File: src/rtl/sar_search_ctrl_pkg.sv
// ============================================================================
// Module   : sar_search_ctrl_pkg
// Brief    : Shared state encoding and default width for the SAR search block.
// Revision : 1.0 - initial release
// ============================================================================
`default_nettype none

package sar_search_ctrl_pkg;

  localparam int unsigned SAR_WIDTH_DEFAULT = 8;

  typedef enum logic [1:0] {
    IDLE  = 2'd0,
    PROBE = 2'd1,
    DONE  = 2'd2
  } state_e;

endpackage

`default_nettype wire

File: src/rtl/sar_search_ctrl.sv
// ============================================================================
// Module   : sar_search_ctrl
// Brief    : Successive-approximation search driving an external comparator.
// Revision : 1.0 - initial release
// ============================================================================
`default_nettype none

module sar_search_ctrl
  import sar_search_ctrl_pkg::*;
#(
  parameter int WIDTH = SAR_WIDTH_DEFAULT
) (
  input  wire logic             clk,
  input  wire logic             rst_n,
  input  wire logic             start,
  input  wire logic             cmp_eq,
  input  wire logic             cmp_gt,
  input  wire logic             cmp_lt,
  output logic [WIDTH-1:0]      guess,
  output logic                  busy,
  output logic                  done,
  output logic [WIDTH-1:0]      result,
  output logic                  found,
  output logic                  err
);

  localparam logic [WIDTH-1:0] C_MSB = {1'b1, {(WIDTH-1){1'b0}}};

  state_e           state_q,  state_d;
  logic [WIDTH-1:0] guess_q,  guess_d;
  logic [WIDTH-1:0] mask_q,   mask_d;
  logic [WIDTH-1:0] result_q, result_d;
  logic             found_q,  found_d;
  logic             err_q,    err_d;

  logic [2:0]       flags_w;
  logic [WIDTH-1:0] adj_w;

  assign flags_w = {cmp_eq, cmp_gt, cmp_lt};

  always_ff @(posedge clk or negedge rst_n) begin
    if (!rst_n) begin
      state_q  <= IDLE;
      guess_q  <= '0;
      mask_q   <= '0;
      result_q <= '0;
      found_q  <= 1'b0;
      err_q    <= 1'b0;
    end else begin
      state_q  <= state_d;
      guess_q  <= guess_d;
      mask_q   <= mask_d;
      result_q <= result_d;
      found_q  <= found_d;
      err_q    <= err_d;
    end
  end

  always_comb begin
    state_d  = state_q;
    guess_d  = guess_q;
    mask_d   = mask_q;
    result_d = result_q;
    found_d  = found_q;
    err_d    = err_q;
    // greater-than means the trial bit overshot the target and is dropped
    adj_w    = cmp_gt ? (guess_q & ~mask_q) : guess_q;

    case (state_q)
      IDLE: begin
        if (start) begin
          guess_d = C_MSB;
          mask_d  = C_MSB;
          found_d = 1'b0;
          err_d   = 1'b0;
          state_d = PROBE;
        end
      end
      PROBE: begin
        if (!$onehot(flags_w)) begin
          err_d    = 1'b1;
          result_d = guess_q;
          state_d  = DONE;
        end else if (cmp_eq) begin
          result_d = guess_q;
          found_d  = 1'b1;
          state_d  = DONE;
        end else if (mask_q[0]) begin
          guess_d  = adj_w;
          result_d = adj_w;
          state_d  = DONE;
        end else begin
          mask_d  = mask_q >> 1;
          guess_d = adj_w | (mask_q >> 1);
        end
      end
      DONE: begin
        state_d = IDLE;
      end
      default: begin
        state_d = IDLE;
      end
    endcase
  end

  // Moore outputs: all derived from registered state, so reset clears them at once
  assign guess  = guess_q;
  assign busy   = (state_q != IDLE);
  assign done   = (state_q == DONE);
  assign result = result_q;
  assign found  = found_q;
  assign err    = err_q;

endmodule

`default_nettype wire

File: config.mk
export PLATFORM = sky130hd
export DESIGN_NAME = sar_search_ctrl
export DESIGN_NICKNAME = d
export VERILOG_FILES = /design/src/rtl/sar_search_ctrl_pkg.sv /design/src/rtl/sar_search_ctrl.sv
export SDC_FILE = /design/constraint.sdc
export NUM_CORES = 1
export LEC_CHECK = 0
export ABC_AREA = 1
export CELL_PAD_IN_SITES_DETAIL_PLACEMENT = 1
export CELL_PAD_IN_SITES_GLOBAL_PLACEMENT = 1
export CORE_MARGIN = 4
export CORE_UTILIZATION = 38
export DETAILED_ROUTE_END_ITERATION = 16
export PLACE_DENSITY = 0.85
export SLEW_MARGIN = 20
export SYNTH_ARGS = -nofsm -noshare
export SYNTH_HDL_FRONTEND = slang
export SYNTH_SLANG_ARGS = --single-unit
File: constraint.sdc
create_clock -name clk -period 1.39 [get_ports clk]
set_input_delay 0.278 -clock clk [delete_from_list [all_inputs] [get_ports clk]]
set_output_delay 0.278 -clock clk [all_outputs]
set_load 0.02 [all_outputs]
# Word level (Yosys, flattened, before mapping)
# Cells that the tools add are included.
op_classes:
  bitwise: 3
  n_reduce_logical: 9
  n_mux: 24
  n_eq_ne: 11
  addsub: 2
ops:
  columns: ["operator", "n"]
  rows:
  - ["2-to-1 mux 8 bit", 11]
  - ["one-hot mux 8 bit (2 select lines)", 2]
  - ["!= test 2 bit (second input constant)", 6]
  - ["bitwise AND 8 bit", 1]
  - ["2-to-1 mux 2 bit", 4]
  - ["inverter 8 bit", 1]
  - ["bitwise OR 8 x 7 -> 8 bit", 1]
  - ["AND reduction 4 bit", 2]
  - ["AND reduction 5 bit", 1]
  - ["== test 2 x 1 -> 1 bit (second input constant)", 2]
  - ["2-to-1 mux 1 bit", 4]
  - ["!= test 4 bit (second input constant)", 1]
  - ["one-hot mux 1 bit (2 select lines)", 2]
  - ["one-hot mux 2 bit (2 select lines)", 1]
  - ["AND reduction 2 bit", 2]
  - ["nonzero test 2 bit", 2]
  - ["!= test 3 bit (second input constant)", 1]
  - ["AND reduction 3 bit", 1]
  - ["adder 1 x 1 -> 2 bit", 1]
  - ["adder 2 x 1 -> 2 bit", 1]
  - ["== test 2 bit (second input constant)", 1]
  - ["logical NOT 2 bit", 1]
totals:
  inputBits: 6
  ff_bits: 28
  out_inout_bits: 20
  elab_cells: 56

# Logic depth before layout (Yosys ltp)
# Gate-level depths: netlist of the first run.
logic_depth:
  ltp_word: 8
  depth_mapped: 9
  depth_no_buf: 8

# Worst setup path before layout of the first run
# Ideal clock, no wire load.
synth_timing:
  kind: "input to register"
  from: "input cmp_eq"
  to: "register result_q[3], in the netlist result[3]"
  n_path_buf: 1
  path_slack_ns: -0.205
  required_ns: 1.267
  stages: 7
  setup_ns: 0.123
  t_arrival_ns: 1.472
  cell_sequence: "fa_1 > inv_1 > nor2_1 > nand3_1 > nand2_1 > buf_2 > o21ai_1"
synth_via:
  elab_chain_len: 4
  word_cells_on_any_way: 6
  classes_between: "add/sub (1); eq/ne (2); mux (2); reduce/logical (1)"
synth_lines:
  columns: ["item", "line_no", "rtl"]
  rows:
  - ["from (decl)", "sar_search_ctrl.sv:16", "input wire logic cmp_eq,"]
  - ["adder 2 x 1 -> 2 bit (implied by the code)", "sar_search_ctrl.sv:80", "if (!$onehot(flags_w)) begin"]
  - ["== test 2 x 1 -> 1 bit", "sar_search_ctrl.sv:80", null]
  - ["!= test 3 bit (no source line)", null, null]
  - ["AND reduction 2 bit (no source line)", null, null]
  - ["to (signal assigned)", "sar_search_ctrl.sv:53", "result_q <= result_d;"]
  - ["to (decl)", "sar_search_ctrl.sv:32", "logic [WIDTH-1:0] result_q, result_d;"]
# Parallel ways exist; a longest one is shown, timed or not.
# A chain may end at the register's enable or synchronous reset.

# Worst setup path in the final report of the first run
layout_timing:
  from: "input cmp_lt"
  to: "register state_q[1]"
layout_via:
  elab_chain_len: 5
  word_cells_on_any_way: 7
  classes_between: "add/sub (2); eq/ne (2); mux (2); reduce/logical (1)"
layout_lines:
  columns: ["item", "line_no", "rtl"]
  rows:
  - ["from (decl)", "sar_search_ctrl.sv:18", "input wire logic cmp_lt,"]
  - ["adder 1 x 1 -> 2 bit (implied by the code) *", "sar_search_ctrl.sv:80", null]
  - ["adder 2 x 1 -> 2 bit (implied by the code) *", "sar_search_ctrl.sv:80", null]
  - ["== test 2 x 1 -> 1 bit *", "sar_search_ctrl.sv:80", null]
  - ["!= test 4 bit (no source line) or 2-to-1 mux 2 bit (tied branches)", null, null]
  - ["AND reduction 2 bit (no source line) or one-hot mux 2 bit (2 select lines) (tied branches)", null, null]
  - ["to (signal assigned)", "sar_search_ctrl.sv:50", "state_q <= state_d;"]
  - ["to (decl)", "sar_search_ctrl.sv:29", "state_e state_q, state_d;"]
# Every way passes the cells marked *; elsewhere a longest branch is shown, timed or not.

==> results_dict.tcl, run 1 <==
set metrics [dict create \
    boundaryPins 26 \
    start_kind "input pin" \
    ys_seq_area_share_pct 47.02 \
    final_common_cell "nand2_1" \
    clkSinkCount 28 \
    outcome "complete, but fails checks" \
    setup_viol 26 \
    synthCells 180 \
    violations "negative setup slack" \
    drc_errors 0 \
    hold_buffers 0 \
    place.gp.congestion 0.8190 \
    report.final.slew_viol_count 0 \
    finClkSkew_ns 0.003548 \
    ant_nets 0 \
    critPathRequiredTime_ns 1.59 \
    switching_share_pct 47.62 \
    yosys_warnings 0 \
    total_leakage_power_uw 0.001158 \
    std_cell_rows 22 \
    port_buffers 25 \
    worst_pin_slew_ns 0.2418 \
    final_cell_mix "nand2_1, buf_4, dfrtp_1" \
    grt_setup_unrepaired "yes" \
    synth.top_cell.area_share_pct 47.02 \
    arrival_ns 1.70 \
    combPwrFrac_pct 65.1 \
    hp-class "input pin to async pin" \
    clkPwrFrac_pct 10.6 \
    cts_tree "done" \
    drt_pass1_iterations 4 \
    ctsRootBufferMaster "clkbuf_8" \
    max-vdd-ir-drop_uv 1342 \
    register_area_um2 701.9 \
    vias_per_cell 5.443 \
    p_int_uw 2648 \
    place_hpwl_um 3135 \
    worst_setup_path_end_kind "register" \
    cts_buffer_depth 2 \
    multiInputGateArea_um2 913.4 \
    yosysTopAreaCell "dfrtp_1" \
    drive_above_1_share_pct 44.86 \
    finalHoldViolCount 0 \
    synth_nets 187 \
    h-tree-depth 1 \
    p_per_area_nw_per_um2 2135 \
    clock_latency_ns 0.29 \
    vias 1584 \
    grt_pass1_vias 1765 \
    dieArea_um2 4987 \
    grt_max_degree 29 \
    wl_per_cell_um 20.62 \
    fin_crit_ns 1.499 \
    syn_avg_cell_area_um2 8.279 \
    finalWorstSetupSlack_ns -0.1085 \
    antenna_found_initial 0 \
    area_growth_pct 58.86 \
    antenna_cells 0 \
    crit_fanout 8 \
    period_share_pct 107.8 \
    drt_iter0_drc 122 \
    grt_pass1_wl_um 9591 \
    finalNetCount 251 \
    clkTransAtPathRegs_ns 0.10 \
    core_um2 3716 \
    timing.fmax_mhz 667.3 \
    p_switching_uw 2407 \
    routed_wl_um 6001 \
    gr-total-overflow 0 \
    synth.cell_area_um2 1490 \
    track_usage_pct 25.07 \
    ys_ff_latch 28 \
    dpl-instance-area_um2 1936 \
    n_fill_cell 438 \
    numCtsBuffers 3 \
    max_slew_margin_pct 83.88 \
    start_util_pct 40.10 \
    maxCapViolCount 0 \
    final_util_pct 63.70 \
    seqPwrFrac_pct 24.3 \
    yosys-top-cells-area "dfrtp_1, nand2_1, nand3_1" \
    synth_cell_types 21 \
    timing_worst_setup_path_type "input pin to register" \
    fin_area_um2 2367 \
    fp.dieH_um 70.62 \
    die_w_um 70.62 \
]
through the flow:
stage                     hold WS [ns]  setup TNS (ns)  setup WS, ns  power, µW  instances
after CTS                       0.3548         -0.7517      -0.05573       4612        286
final                           0.3662          -1.588       -0.1085       5055        291
after floorplan               -0.01759          -1.715       -0.1393       2483        180
after detailed placement        0.4772          -20.53       -0.7802       3345        270
after global placement          0.4693          -19.25       -0.7229       3254        270
after global routing            0.3743          -2.956       -0.1514       5346        291
power by group through the flow:
stage               clock [µW]  sequential, µW  combinational (µW)
global route               577            1260                3510
finish                     536            1230                3290
CTS                        530            1190                2890
floorplan                    0            1330                1160
detailed placement           0            1200                2140
global placement             0            1190                2070
path summary, 6_finish.rpt:
| check | startpoint | end | slack, ns | cells after the start |
|---|---|---|---|---|
| worst max-delay path | cmp_lt | state_q[1]$_DFFE_PN0P_ | -0.11 | 9 |
| min in group clk | result[7]$_DFFE_PN0P_ | result[7]$_DFFE_PN0P_ | 0.50 | 2 |
| worst min register to register | result[7]$_DFFE_PN0P_ | result[7]$_DFFE_PN0P_ | 0.50 | 2 |
| worst min-delay path | rst_n | err$_DFFE_PN0P_ | 0.37 | 2 |
| max in group asynchronous | rst_n | state_q[0]$_DFFE_PN0P_ | 0.85 | 2 |
| worst max register to register | state_q[0]$_DFFE_PN0P_ | mask_q[0]$_DFFE_PN0P_ | -0.05 | 8 |
registers in the layout (all words and copies together), names as in the netlist:
| signal | count |
|---|---|
| guess | 8 |
| mask_q | 8 |
| result | 8 |
| state_q | 2 |
| err | 1 |
| found | 1 |
layout make-up:
class / instances / share of cell area [%]
flip-flops and latches: 28 / 29.65
repair buffers: 62 / 23.63
clock buffers: 4 / 2.326
well taps: 48 / 2.537
inverters: 20 / 3.277
multi-input cells: 129 / 38.58
what timing repair did:
item                                    in CTS  in global routing
gates cloned                                 3                  0
pin swaps                                   20                  7
endpoints found under the setup margin      48                 29
endpoints found under the hold margin        0                  0
resized for setup                           95                 23
buffers inserted                             9                  6
synth_stat cells:
library cell / number
nand2_1: 53
dfrtp_1: 28
nand3_1: 19
o21ai_0: 18
inv_1: 16
o21ai_2: 7
o211ai_1: 6
nand2_2: 5
nor2_1: 5
buf_6: 4
inv_2: 4
nor2_2: 3
buf_2: 2
nand2_4: 2
o21ai_1: 2
a21oi_1: 1
fa_1: 1
nand3_2: 1
nand4_2: 1
nor2_4: 1
o22a_1: 1
logic make-up after synthesis:
family | Yosys count | synth area share [%]
and+or+nand+nor | 90 | 28.13
AOI/OAI and AO/OA | 35 | 14.78
DFF | 28 | 47.02
buffers and inverters | 26 | 8.732
adders and majority gates | 1 | 1.343
worst max-delay path, stage by stage:
cell and delay [ns]:
buf_6 0.10, fa_2 0.59, inv_2 0.06, nor2_4 0.11
buf_6 0.12, nand3_4 0.13, nand2_8 0.15, buf_4 0.13
inv_2 0.03
per-layer routing:
| layer | vias to the layer above | wire (µm) | GRT usage, % |
|---|---|---|---|
| met3 | 14 | 322 | 4.403 |
| met4 | 0 | 163 | 6.472 |
| li1 | 716 | - | - |
| met2 | 54 | 3041 | 45.95 |
| met5 | - | 0 | 0 |
| met1 | 800 | 2475 | 30.30 |
No activity file was read; power rests on OpenSTA's default activity.
==> run 2: changes to the inputs <==
- TNS_END_PERCENT: default -> 5
==> results_dict.tcl, run 2 (synthesis results as in run 1) <==
set metrics [dict create \
    outcome "complete, but fails checks" \
    violations "negative setup slack" \
    vias_per_cell 5.285 \
    preCtsSetupSlack_ns -0.8067 \
    start_kind "input pin" \
    final_cell_mix "nand2_1, dfrtp_1, buf_4" \
    ctsRootBufferMaster "clkbuf_8" \
    grt_pass1_vias 1619 \
    drt_pass1_iterations 4 \
    ant_nets 0 \
    finalNetCount 242 \
    numCtsBuffers 3 \
    vias 1485 \
    fin_area_um2 2128 \
    drt_iter0_drc 54 \
    std_cell_rows 22 \
    drc_errors 0 \
    worst_setup_path_end_kind "register" \
    grt_pass1_wl_um 8190 \
    maxCapViolCount 0 \
    wl_per_cell_um 17.80 \
    track_usage_pct 20.56 \
    grt_setup_unrepaired "yes" \
    worst_pin_slew_ns 0.2074 \
    fp.dieH_um 70.62 \
    area_growth_pct 42.82 \
    timing_worst_setup_path_type "input pin to register" \
    clkSinkCount 28 \
    critPathRequiredTime_ns 1.57 \
    cts_tree "done" \
    cts_buffer_depth 2 \
    p_per_area_nw_per_um2 2030 \
    max-vdd-ir-drop_uv 1031 \
    start_util_pct 40.10 \
    timing.hold.ws_ns 0.3506 \
    ff2ff_path_depth 7 \
    total_leakage_power_uw 0.001041 \
    period_share_pct 104.4 \
    dpl-instance-area_um2 1936 \
    arrival_ns 1.63 \
    antenna_found_initial 0 \
    core_um2 3716 \
    h-tree-depth 1 \
    dieArea_um2 4987 \
    fin_cells 281 \
    place.gp.congestion 0.8288 \
    port_buffers 25 \
    finClkSkew_ns 0.004738 \
    antenna_cells 0 \
    clock_latency_ns 0.28 \
    place_hpwl_um 3142 \
    setup_viol 15 \
    n_fill_cell 474 \
    final_common_cell "nand2_1" \
    finalHoldViolCount 0 \
    finalWorstSetupSlack_ns -0.06059 \
    max_slew_margin_pct 86.14 \
    gr-total-overflow 0 \
    crit_fanout 8 \
    routed_wl_um 5002 \
    boundaryPins 26 \
    hold_buffers 0 \
    die_w_um 70.62 \
    fin_crit_ns 1.451 \
    report.final.slew_viol_count 0 \
    clkTransAtPathRegs_ns 0.10 \
    hp-class "input pin to async pin" \
    grt_max_degree 29 \
    dp.cells 270 \
    drive_above_1_share_pct 33.05 \
    timing.fmax_mhz 689.4 \
]
[run 2: critical path, cell delays in order]
cell     delay, ns
buf_6         0.09
fa_2          0.59
inv_2         0.05
nor2_4        0.17
nand2_2       0.09
nand2_4       0.12
nand2_8       0.08
nand2_1       0.10
o21ai_2       0.06
[run 2: final timing paths]
path                                   startpoint                endpoint  slack, ns
setup / recovery                           cmp_lt   mask_q[1]$_DFFE_PN0P_      -0.06
hold / removal                              rst_n       found$_DFFE_PN0P_       0.35
setup reg to reg           state_q[0]$_DFFE_PN0P_   result[6]$_DFFE_PN0P_       0.03
hold reg to reg             result[0]$_DFFE_PN0P_   result[0]$_DFFE_PN0P_       0.49
max in group asynchronous                   rst_n  state_q[0]$_DFFE_PN0P_       0.86
min in group clk            result[0]$_DFFE_PN0P_   result[0]$_DFFE_PN0P_       0.49
[run 2: report_power, final]
group          switching (µW)  leakage, µW  internal (µW)  total (µW)
logic                    1620     0.000644           1060        2680
registers                 163     0.000376           1020        1180
clock network             267    0.0000216            195         462
[run 2: metrics by stage]
stage	utilization, %	total power [µW]	setup TNS (ns)
6_report	57.27	4320	-0.4441
5_1_grt	57.27	4607	-1.358
4_1_cts	55.52	4029	-0.5672
3_5_place_dp	52.09	3334	-19.86
3_3_place_gp	52.09	3249	-19.08
2_1_floorplan	-	2468	-1.857
[run 2: layout make-up]
cell class                 instances  area, µm²  share of cell area [%]
multi-input combinational        130      797.0                   37.45
sequential                        28      701.9                   32.98
timing repair buffer              52      452.9                   21.28
inverter                          20      75.07                   3.527
tap                               48      60.06                   2.822
clock buffer                       3      41.29                   1.940
[run 2: layer usage]
metal / routed length (µm) / vias to the layer above / GRT usage (%)
met4: 46 / 0 / 6.472
li1: - / 699 / -
met3: 179 / 4 / 3.409
met2: 2567 / 37 / 34.72
met1: 2208 / 745 / 27.01
met5: 0 / - / 0
[run 2: timing repair]
item | 4_1_cts | 5_1_grt
setup buffers | 0 | 4
pin swaps | 8 | 8
gates resized for setup | 66 | 13
setup endpoints to repair | 48 | 28
gates cloned | 4 | 0
==> run 3: changes to the inputs <==
- MAX_ROUTING_LAYER: default -> met4
- REMOVE_ABC_BUFFERS: default -> 1
==> results_dict.tcl, run 3 (synthesis results as in run 1) <==
set metrics [dict create \
    total_power_uw 4467 \
    report.final.slew_viol_count 0 \
    antenna_found_initial 0 \
    fin_cells 281 \
    maxCapViolCount 0 \
    crit_path_max_incr_delay_ns 0.57 \
    core_um2 3716 \
    port_buffers 25 \
    p_per_area_nw_per_um2 2050 \
    fin_crit_ns 1.488 \
    final_common_cell "nand2_1" \
    clock_latency_ns 0.28 \
    std_cell_rows 22 \
    ant_nets 0 \
    cp_slowest_cell "fa_1" \
    drt_pass1_iterations 4 \
    cts_buffer_depth 2 \
    grt_use_met2_pct 42.52 \
    h-tree-depth 1 \
    finClkSkew_ns 0.01277 \
    worst_setup_path_end_kind "register" \
    outcome "complete, but fails checks" \
    crit_fanout 5 \
    drt_iter0_drc 84 \
    cts_tree "done" \
    grt_setup_unrepaired "yes" \
    timing_worst_setup_path_type "input pin to register" \
    grt_pass1_vias 1751 \
    dp.cells 271 \
    dieArea_um2 4987 \
    die_w_um 70.62 \
    grt_pass1_wl_um 9039 \
    vias_per_cell 5.480 \
    total_leakage_power_uw 0.001067 \
    start_util_pct 40.10 \
    gr-total-overflow 0 \
    n_fill_cell 453 \
    critical_path.most_common_cell "nand2_4" \
    start_kind "input pin" \
    place_hpwl_um 3077 \
    register_area_um2 700.7 \
    period_share_pct 107.1 \
    max_slew_margin_pct 83.00 \
    use_met1_pct 27.52 \
    path_cells "buf_8 > fa_1 > buf_4 > nand2_4 > nand2_4 > nand2_4 > nor2_4 > nand3_1 > nand2_1" \
    area_growth_pct 46.26 \
    setup_viol 16 \
    hold_buffers 0 \
    final_cell_mix "nand2_1, dfrtp_1, buf_4" \
    hp-class "input pin to async pin" \
    violations "negative setup slack" \
    fp.dieH_um 70.62 \
    grt.busiest_layer "met2" \
    finalWorstSetupSlack_ns -0.09823 \
    worst_pin_slew_ns 0.2538 \
    numCtsBuffers 3 \
    timing.hold.ws_ns 0.3476 \
    finalHoldViolCount 0 \
    drive_above_1_share_pct 36.48 \
    multiInputGateArea_um2 805.8 \
    place.gp.congestion 0.7595 \
    ctsRootBufferMaster "clkbuf_8" \
    antenna_cells 0 \
    clkSinkCount 28 \
    wl_per_cell_um 19.44 \
    max-vdd-ir-drop_uv 1002 \
    vias 1540 \
    drc_errors 0 \
    gr-usage-met3_pct 2.983 \
    preCtsSetupSlack_ns -0.8399 \
    critPathRequiredTime_ns 1.61 \
    timing.fmax_mhz 671.9 \
    routed_wl_um 5464 \
    track_usage_pct 24.11 \
    grt_max_degree 29 \
    boundaryPins 26 \
    arrival_ns 1.71 \
    finalNetCount 241 \
    clkTransAtPathRegs_ns 0.11 \
]
==> run 3: metal layers <==
layer	part of all wire, %	vias to the layer above
li1	-	695
met1	40	779
met2	54	50
met3	3.5	16
met4	2.7	0
met5	0	-
==> run 3: final timing paths <==
check	start	depth (start not counted)	slack (ns)	endpoint
min reg2reg	result[5]$_DFFE_PN0P_	2	0.49	result[5]$_DFFE_PN0P_
max in group asynchronous	rst_n	2	0.87	guess[7]$_DFFE_PN0P_
max reg2reg	state_q[0]$_DFFE_PN0P_	8	-0.07	result[6]$_DFFE_PN0P_
max	cmp_eq	9	-0.1	guess[6]$_DFFE_PN0P_
min	rst_n	2	0.35	found$_DFFE_PN0P_
min in group clk	result[5]$_DFFE_PN0P_	2	0.49	result[5]$_DFFE_PN0P_
==> run 3: final cells by class <==
| class | count | share of cell area, % |
|---|---|---|
| multi-input combinational | 128 | 36.97 |
| inverter | 20 | 3.444 |
| timing repair buffer | 53 | 22.16 |
| clock buffer | 4 | 2.526 |
| tap | 48 | 2.755 |
| sequential | 28 | 32.15 |
==> run 3: repair_timing <==
item / 4_1_cts / 5_1_grt
endpoints found under the setup margin: 48 / 27
pin swaps: 9 / 4
cloned: 3 / 0
buffers inserted: 4 / 0
resized for setup: 67 / 19
==> run 3: metrics by stage <==
| step | util [%] | area (µm²) | setup TNS, ns |
|---|---|---|---|
| 2_1_floorplan | - | 1435 | -2.974 |
| 3_3_place_gp | 52.49 | 1951 | -18.48 |
| 3_5_place_dp | 52.49 | 1951 | -21.29 |
| 4_1_cts | 57.95 | 2153 | -1.590 |
| 5_1_grt | 58.65 | 2180 | -2.397 |
| 6_report | 58.65 | 2180 | -1.006 |
==> run 3: critical path, delay by kind of cell <==
family | cells | cell delay, ns
fa+ha+maj | 1 | 0.57
buf+inv | 2 | 0.23
simple gates | 6 | 0.63
==> run 3: report_power, final <==
part	total [µW]	internal [µW]	switching, µW	leakage (µW)
Sequential	1200	1010	181	0.000377
Clock	525	254	271	0.0000288
Combinational	2750	1070	1670	0.000662
